$ cat src/rtl/fir_batch_ctrl_pkg.sv
// rtl/fir_batch_ctrl_pkg.sv - shared sample width, state encoding and sizing helper
package fir_batch_ctrl_pkg;

  localparam int N = 4;

  typedef enum logic [1:0] {
    ST_IDLE = 2'd0,
    ST_FILL = 2'd1,
    ST_RUN  = 2'd2
  } fir_state_e;

  // Counter/address width that stays at least one bit for tiny moduli.
  function automatic int addr_w(input int depth);
    return (depth > 1) ? $clog2(depth) : 1;
  endfunction

endpackage

$ cat src/rtl/fir_batch_ctrl_mod_counter.sv
// rtl/fir_batch_ctrl_mod_counter.sv - modulo-MOD up counter with wrap strobe
module mod_counter #(
  parameter int MOD = 2,
  parameter int W   = (MOD > 1) ? $clog2(MOD) : 1
) (
  input  logic         clk,
  input  logic         rst_n,
  input  logic         enable,
  input  logic         clear,
  output logic [W-1:0] count,
  output logic         wrap
);

  localparam logic [W-1:0] LAST = W'(MOD - 1);

  logic [W-1:0] count_q;
  logic [W-1:0] count_d;

  // Next count: clear wins, otherwise step and fold back to zero after MOD-1.
  always_comb begin
    count_d = count_q;
    wrap    = enable && !clear && (count_q == LAST);
    if (clear) begin
      count_d = '0;
    end else if (enable) begin
      count_d = (count_q == LAST) ? '0 : count_q + 1'b1;
    end
  end

  // Count register.
  always_ff @(posedge clk or negedge rst_n) begin
    if (!rst_n) begin
      count_q <= '0;
    end else begin
      count_q <= count_d;
    end
  end

  assign count = count_q;

endmodule

$ cat src/rtl/fir_batch_ctrl.sv
// rtl/fir_batch_ctrl.sv - sample buffer write/fill sequencing and decimated calc triggering
module fir_batch_ctrl
  import fir_batch_ctrl_pkg::*;
#(
  parameter  int Lookahead = 220,
  parameter  int Lookback  = 220,
  parameter  int OSR       = 1,
  parameter  int PipeDelay = 2,
  localparam int D         = Lookahead + Lookback,
  localparam int AW        = addr_w(D)
) (
  input  logic          clk,
  input  logic          rst,
  input  logic          clr,
  input  logic          in_valid,
  input  logic [N-1:0]  in,
  input  logic          out_ready,
  output logic          buf_we,
  output logic [AW-1:0] buf_waddr,
  output logic [N-1:0]  buf_wdata,
  output logic          calc_en,
  output logic [AW-1:0] split_addr,
  output logic          out_valid,
  output logic [1:0]    state,
  output logic          overrun
);

  localparam logic [AW:0] DEPTH     = (AW + 1)'(D);
  localparam logic [AW:0] SPLIT_OFS = (AW + 1)'(D - (Lookahead - 1));

  fir_state_e           state_q,      state_d;
  logic                 buf_we_q,     buf_we_d;
  logic [AW-1:0]        buf_waddr_q,  buf_waddr_d;
  logic [N-1:0]         buf_wdata_q,  buf_wdata_d;
  logic                 calc_en_q,    calc_en_d;
  logic [AW-1:0]        split_addr_q, split_addr_d;
  logic [PipeDelay-1:0] vpipe_q,      vpipe_d;
  logic                 pending_q,    pending_d;
  logic                 overrun_q,    overrun_d;

  logic                 accept;
  logic                 osr_en;
  logic [AW-1:0]        wptr;
  logic                 wptr_wrap;
  logic                 osr_wrap;
  logic [AW:0]          split_sum;
  logic [addr_w(OSR)-1:0] osr_count_unused;

  // A clear in the same cycle as a sample discards the sample.
  assign accept = in_valid && !clr;
  assign osr_en = accept && (state_q == ST_RUN);

  // Write pointer. It starts at zero whenever filling starts, so it also serves
  // as the fill count: its first wrap marks the D-th sample.
  mod_counter #(.MOD(D), .W(AW)) u_wptr (
    .clk    (clk),
    .rst_n  (rst),
    .enable (accept),
    .clear  (clr),
    .count  (wptr),
    .wrap   (wptr_wrap)
  );

  // Decimation counter, stepped only by samples accepted while running.
  mod_counter #(.MOD(OSR), .W(addr_w(OSR))) u_osr (
    .clk    (clk),
    .rst_n  (rst),
    .enable (osr_en),
    .clear  (clr),
    .count  (osr_count_unused),
    .wrap   (osr_wrap)
  );

  // Oldest lookahead sample relative to the address being written now.
  assign split_sum = {1'b0, wptr} + SPLIT_OFS;

  // Next-state, write strobe, calc trigger, valid pipeline and result tracking.
  always_comb begin
    state_d      = state_q;
    buf_we_d     = accept;
    buf_waddr_d  = accept ? wptr : buf_waddr_q;
    buf_wdata_d  = accept ? in   : buf_wdata_q;
    calc_en_d    = 1'b0;
    split_addr_d = split_addr_q;
    vpipe_d      = vpipe_q << 1;
    vpipe_d[0]   = calc_en_q;
    pending_d    = (pending_q || out_valid) && !out_ready;
    overrun_d    = overrun_q || (out_valid && pending_q);

    case (state_q)
      ST_IDLE: begin
        if (accept) state_d = ST_FILL;
      end
      ST_FILL: begin
        if (accept && wptr_wrap) begin
          state_d   = ST_RUN;
          calc_en_d = 1'b1;
        end
      end
      ST_RUN: begin
        if (osr_wrap) calc_en_d = 1'b1;
      end
      default: state_d = ST_IDLE;
    endcase

    if (calc_en_d) begin
      split_addr_d = AW'((split_sum >= DEPTH) ? split_sum - DEPTH : split_sum);
    end

    if (clr) begin
      state_d      = ST_IDLE;
      buf_waddr_d  = '0;
      calc_en_d    = 1'b0;
      split_addr_d = '0;
      vpipe_d      = '0;
      pending_d    = 1'b0;
      overrun_d    = 1'b0;
    end
  end

  // Control registers; reset drops everything to idle immediately.
  always_ff @(posedge clk or negedge rst) begin
    if (!rst) begin
      state_q      <= ST_IDLE;
      buf_we_q     <= 1'b0;
      buf_waddr_q  <= '0;
      buf_wdata_q  <= '0;
      calc_en_q    <= 1'b0;
      split_addr_q <= '0;
      vpipe_q      <= '0;
      pending_q    <= 1'b0;
      overrun_q    <= 1'b0;
    end else begin
      state_q      <= state_d;
      buf_we_q     <= buf_we_d;
      buf_waddr_q  <= buf_waddr_d;
      buf_wdata_q  <= buf_wdata_d;
      calc_en_q    <= calc_en_d;
      split_addr_q <= split_addr_d;
      vpipe_q      <= vpipe_d;
      pending_q    <= pending_d;
      overrun_q    <= overrun_d;
    end
  end

  assign buf_we     = buf_we_q;
  assign buf_waddr  = buf_waddr_q;
  assign buf_wdata  = buf_wdata_q;
  assign calc_en    = calc_en_q;
  assign split_addr = split_addr_q;
  assign out_valid  = vpipe_q[PipeDelay-1];
  assign state      = state_q;
  assign overrun    = overrun_q;

endmodule

$ cat config.mk
export PLATFORM = sky130hd
export DESIGN_NAME = fir_batch_ctrl
export DESIGN_NICKNAME = d
export VERILOG_FILES = /design/src/rtl/fir_batch_ctrl_pkg.sv /design/src/rtl/fir_batch_ctrl_mod_counter.sv /design/src/rtl/fir_batch_ctrl.sv
export SDC_FILE = /design/constraint.sdc
export NUM_CORES = 1
export LEC_CHECK = 0
export BUFFER_PORTS_ARGS = -buffer_cell sky130_fd_sc_hd__buf_2
export CAP_MARGIN = 25
export CORE_ASPECT_RATIO = 0.5
export CORE_MARGIN = 2
export CORE_UTILIZATION = 55
export CTS_CLUSTER_DIAMETER = 120
export DETAILED_ROUTE_END_ITERATION = 12
export PLACE_DENSITY = 0.79
export SETUP_SLACK_MARGIN = 0.05
export SYNTH_ARGS = -nofsm -noshare
export SYNTH_HDL_FRONTEND = slang
export SYNTH_SLANG_ARGS = --single-unit
$ cat constraint.sdc
create_clock -name clk -period 3.8 [get_ports clk]
set_input_delay 0 -clock clk [delete_from_list [all_inputs] [get_ports clk]]
set_output_delay 0 -clock clk [all_outputs]
set_load 0.03 [all_outputs]
==> key figures <==
Cells and area
  • Total Nets Final: 253
  • Synthesis-to-finish area growth: 16.77%
  • Ant diodes: 0
  • Area of all sequential standard cells: 975.9 sq um
  • Fraction of layout cells with a size suffix above 1: 22.36%
  • Combined area of the multi-input logic cells: 955.9 sq um
  • Number of fillers in the final layout: 285
  • Utilization after layout: 68.00%
  • Post-layout instance area: 0.002361 sq mm

Global routing
  • Wire length of the first global-routing pass: 7017 microns
  • Overall track demand over capacity in global routing: 22.07%
  • Maximum number of pins on one net before global-route repair: 40
  • Via count of the first global-routing pass: 1,491
  • Number of antenna violations at the first check in global routing: 0
  • Congestion Overflow GR: 0

Drt
  • Post-Route WL: 4200 microns
  • Routed length per placed instance: 14.58 microns
  • Number of nets still failing antenna checks after routing: 0
  • Number of vias in the routed layout: 1,601
  • Total DRC errors in the routed layout: 0
  • DRT iter0 DRCs: 168
  • Pre-Repair DR Iteration Count: 5
  • Via density per instance: 5.559

STA
  • Hold violation count in the final report: 0
  • Hold Worst Slack: 0.1408 ns
  • Clock Skew: 0.01004 ns
  • Final slew viol count: 0
  • Final setup vio count: 0
  • Summed negative setup slack over all endpoints: 0 ns
  • Worst-margin pin slew: 0.8582 ns
  • Relative slew margins: 42.78%
  • Ratio of final minimum period to clock period: 66.15%
  • Crit path time final: 2.514 ns
  • FMAX: 397.8 MHz
  • Setup repair after global routing missed its margin: false
  • Fin worst setup slack: 1.286 ns

Status
  • Run status: completed

Run
  • Number of max-cap violations: 0

Synthesis
  • Syn Nets: 215
  • Portion of the post-synthesis area used by sequential elements: 48.27%
  • Library cells used by synthesis: 45
  • Synth Cell Area: 0.002022 sq mm
  • Post-synthesis area per instance: 10.16 sq um
  • Total of warnings raised by yosys: 0
  • Number of instances in the synthesized netlist: 199
  • Synthesized flop and latch total: 39

Worst setup path
  • Critical Path Fanout Max: 10
  • Buffer and inverter count on the worst path: 0
  • CP delay by family, top: compound AO/OA/AOI/OAI gates
  • Kind of critical path: reg -> reg
  • Crit-path max cell delay: 0.48 ns
  • Max stage delay cell, worst path: sky130_fd_sc_hd__dfrtp_1
  • Capturing element type of the critical path: flop
  • Cell-by-cell listing of the critical path: ha_1 > o41ai_2 > xor2_1 > a311o_1 > a31oi_2 > or3_1 > a31oi_1
  • Data arrival, critical path: 2.72 ns
  • Startpoint types: flop
  • Req. time, crit path: 4.01 ns

Placed design
  • Pre-CTS setup slack: 1.316 ns
  • Half-perimeter wire length after placement: 2867 microns
  • Post-place instance area: 0.002213 sq mm
  • Placer congestion estimate: 0.8599
  • Count of port buffers added during placement: 36

Power and ir drop
  • Clock network power share: 33.1%
  • Cell Int Power: 0.0006182 W
  • Part of the total power dissipated in sequential elements: 52.0%
  • Comb power frac: 14.9%
  • Switching power of the nets: 0.0002368 W
  • Leakage power: 1.214 nW
  • Switching share of power: 27.70%
  • Maximum vdd ir drop: 0.0002357 V
  • Pwr dens: 362.1 mW/mm^2

Clocking
  • Largest buffer count on any clock path: 2
  • Total clock sinks: 39
  • Clock Pin Slew Worst Setup and Hold Paths: 0.07 ns
  • Number of instances resized during post-cts repair: 0
  • Post-CTS repair timing setup buffer count: 0
  • CTS Root Buffer Type: sky130_fd_sc_hd__clkbuf_8
  • Clock Latency Late Sink: 0.30 ns
  • CTS Buf Count: 5
  • Maximum level of the CTS H-tree: 2
  • CTS tree: done
  • CTS Hold Bufs: 6

Die
  • Number of primary I/O pins: 37
  • Die Y: 46.88 microns
  • Number of rows in the core area: 15
  • Die outline area: 0.004207 sq mm
  • Die width: 89.75 microns
  • Starting density of the core: 58.23%
  • Area inside the core boundary: 0.003472 sq mm

Worst hold path
  • Tightest Hold Check Type: in -> reg
registers in the layout (all words and copies together), names as in the netlist:
signal / cells
buf_waddr: 9
split_addr: 9
u_wptr.count: 9
buf_wdata: 4
state: 2
vpipe_q: 2
buf_we: 1
calc_en: 1
overrun: 1
pending_q: 1
worst register-to-register path: cells and delay by family (launching register included):
kind            cells  cell delay, ns
simple gates        1            0.37
fa+ha+maj           1            0.36
compound gates      4            0.95
flops               1            0.48
xor+xnor            1            0.26
through the flow:
step                power [W]  std cells
floorplan           0.0005348        199
global placement    0.0005706        275
detailed placement  0.0005760        275
CTS                 0.0008620        288
global route        0.0008988        288
finish              0.0008550        288
placed cells by master, fill, tap and decap left out, drive strengths merged, types with 7 or more instances in the layout:
master,n
a21oi,9
buf,37
dfrtp,39
ha,7
inv,7
mux2i,11
nand2,11
nor2,23
o21ai,18
xor2,10
layer usage:
metal	part of all wire (%)	global-route usage, %	wire (microns)	vias up
met1	50	28.77	2111	768
met3	6.0	7.544	253	7
met5	0	0	0	-
li1	-	-	-	777
met2	43	35.76	1797	49
met4	0.90	8.308	38	0
cells in the mapped netlist, drive strengths merged:
cell      n  share of area (%)
o31a      1               0.43
nand3     3               0.74
a31o      1               0.43
mux2      4                2.2
and3b     1               0.43
and2      1               0.31
a221oi    1               0.43
nand4bb   1               0.56
a2111o    1               0.56
buf       6                1.9
a211oi    1               0.37
o211ai    1               0.37
a21o      1               0.37
o31ai     1               0.37
o41ai     3                1.7
nor2     23                4.3
a32oi     1               0.43
nor3      3               0.74
nor3b     2               0.74
inv       7                1.3
clkbuf    6                1.1
nor2b     4                1.2
o21ai    18                4.5
a311o     2               0.99
a31oi     6                2.2
dfrtp    39                 48
nor4      1               0.31
a21oi     9                2.4
clkinv    1               0.19
nand4     3               0.93
nand3b    5                1.9
nand2    11                2.0
and3      1               0.31
xor2     10                4.7
or3       2               0.62
ha        7                4.3
mux2i    11                5.4
layout make-up:
type                       count  share of cell area (%)
clock buffer                   6                   3.498
inverter                       8                   1.272
sequential                    39                   41.34
tap                           51                   2.703
clock inverter                 1                  0.2120
timing repair buffer          43                   10.49
multi-input combinational    140                   40.49
kinds of logic (layout without fill, tap and decap cells):
kind of cell | after synthesis | in the layout | share of synthesized area [%]
simple gates | 61 | 61 | 15.10
compound gates | 47 | 47 | 15.47
flops | 39 | 39 | 48.27
buf+inv | 20 | 58 | 4.455
mux | 15 | 15 | 7.673
xor+xnor | 10 | 10 | 4.703
fa+ha+maj | 7 | 7 | 4.331
power by group through the flow:
stage          registers, W  logic (W)  clock network (W)
2_1_floorplan      0.000478  0.0000568                  0
3_3_place_gp       0.000451   0.000120                  0
3_5_place_dp       0.000452   0.000124                  0
4_1_cts            0.000444   0.000129           0.000289
5_1_grt            0.000447   0.000142           0.000309
6_report           0.000445   0.000127           0.000283
final timing paths:
path,from,end,slack (ns),cells after the start
max,u_wptr.count[0],split_addr[5],1.29,7
max reg2reg,u_wptr.count[0],split_addr[5],1.29,7
min in group asynchronous,rst,buf_waddr[6],0.35,2
min,clr,buf_waddr[1],0.14,2
min reg2reg,vpipe_q[0],vpipe_q[1],0.49,1
max in group asynchronous,rst,vpipe_q[0],2.90,2
No activity file was read; power rests on OpenSTA's default activity.
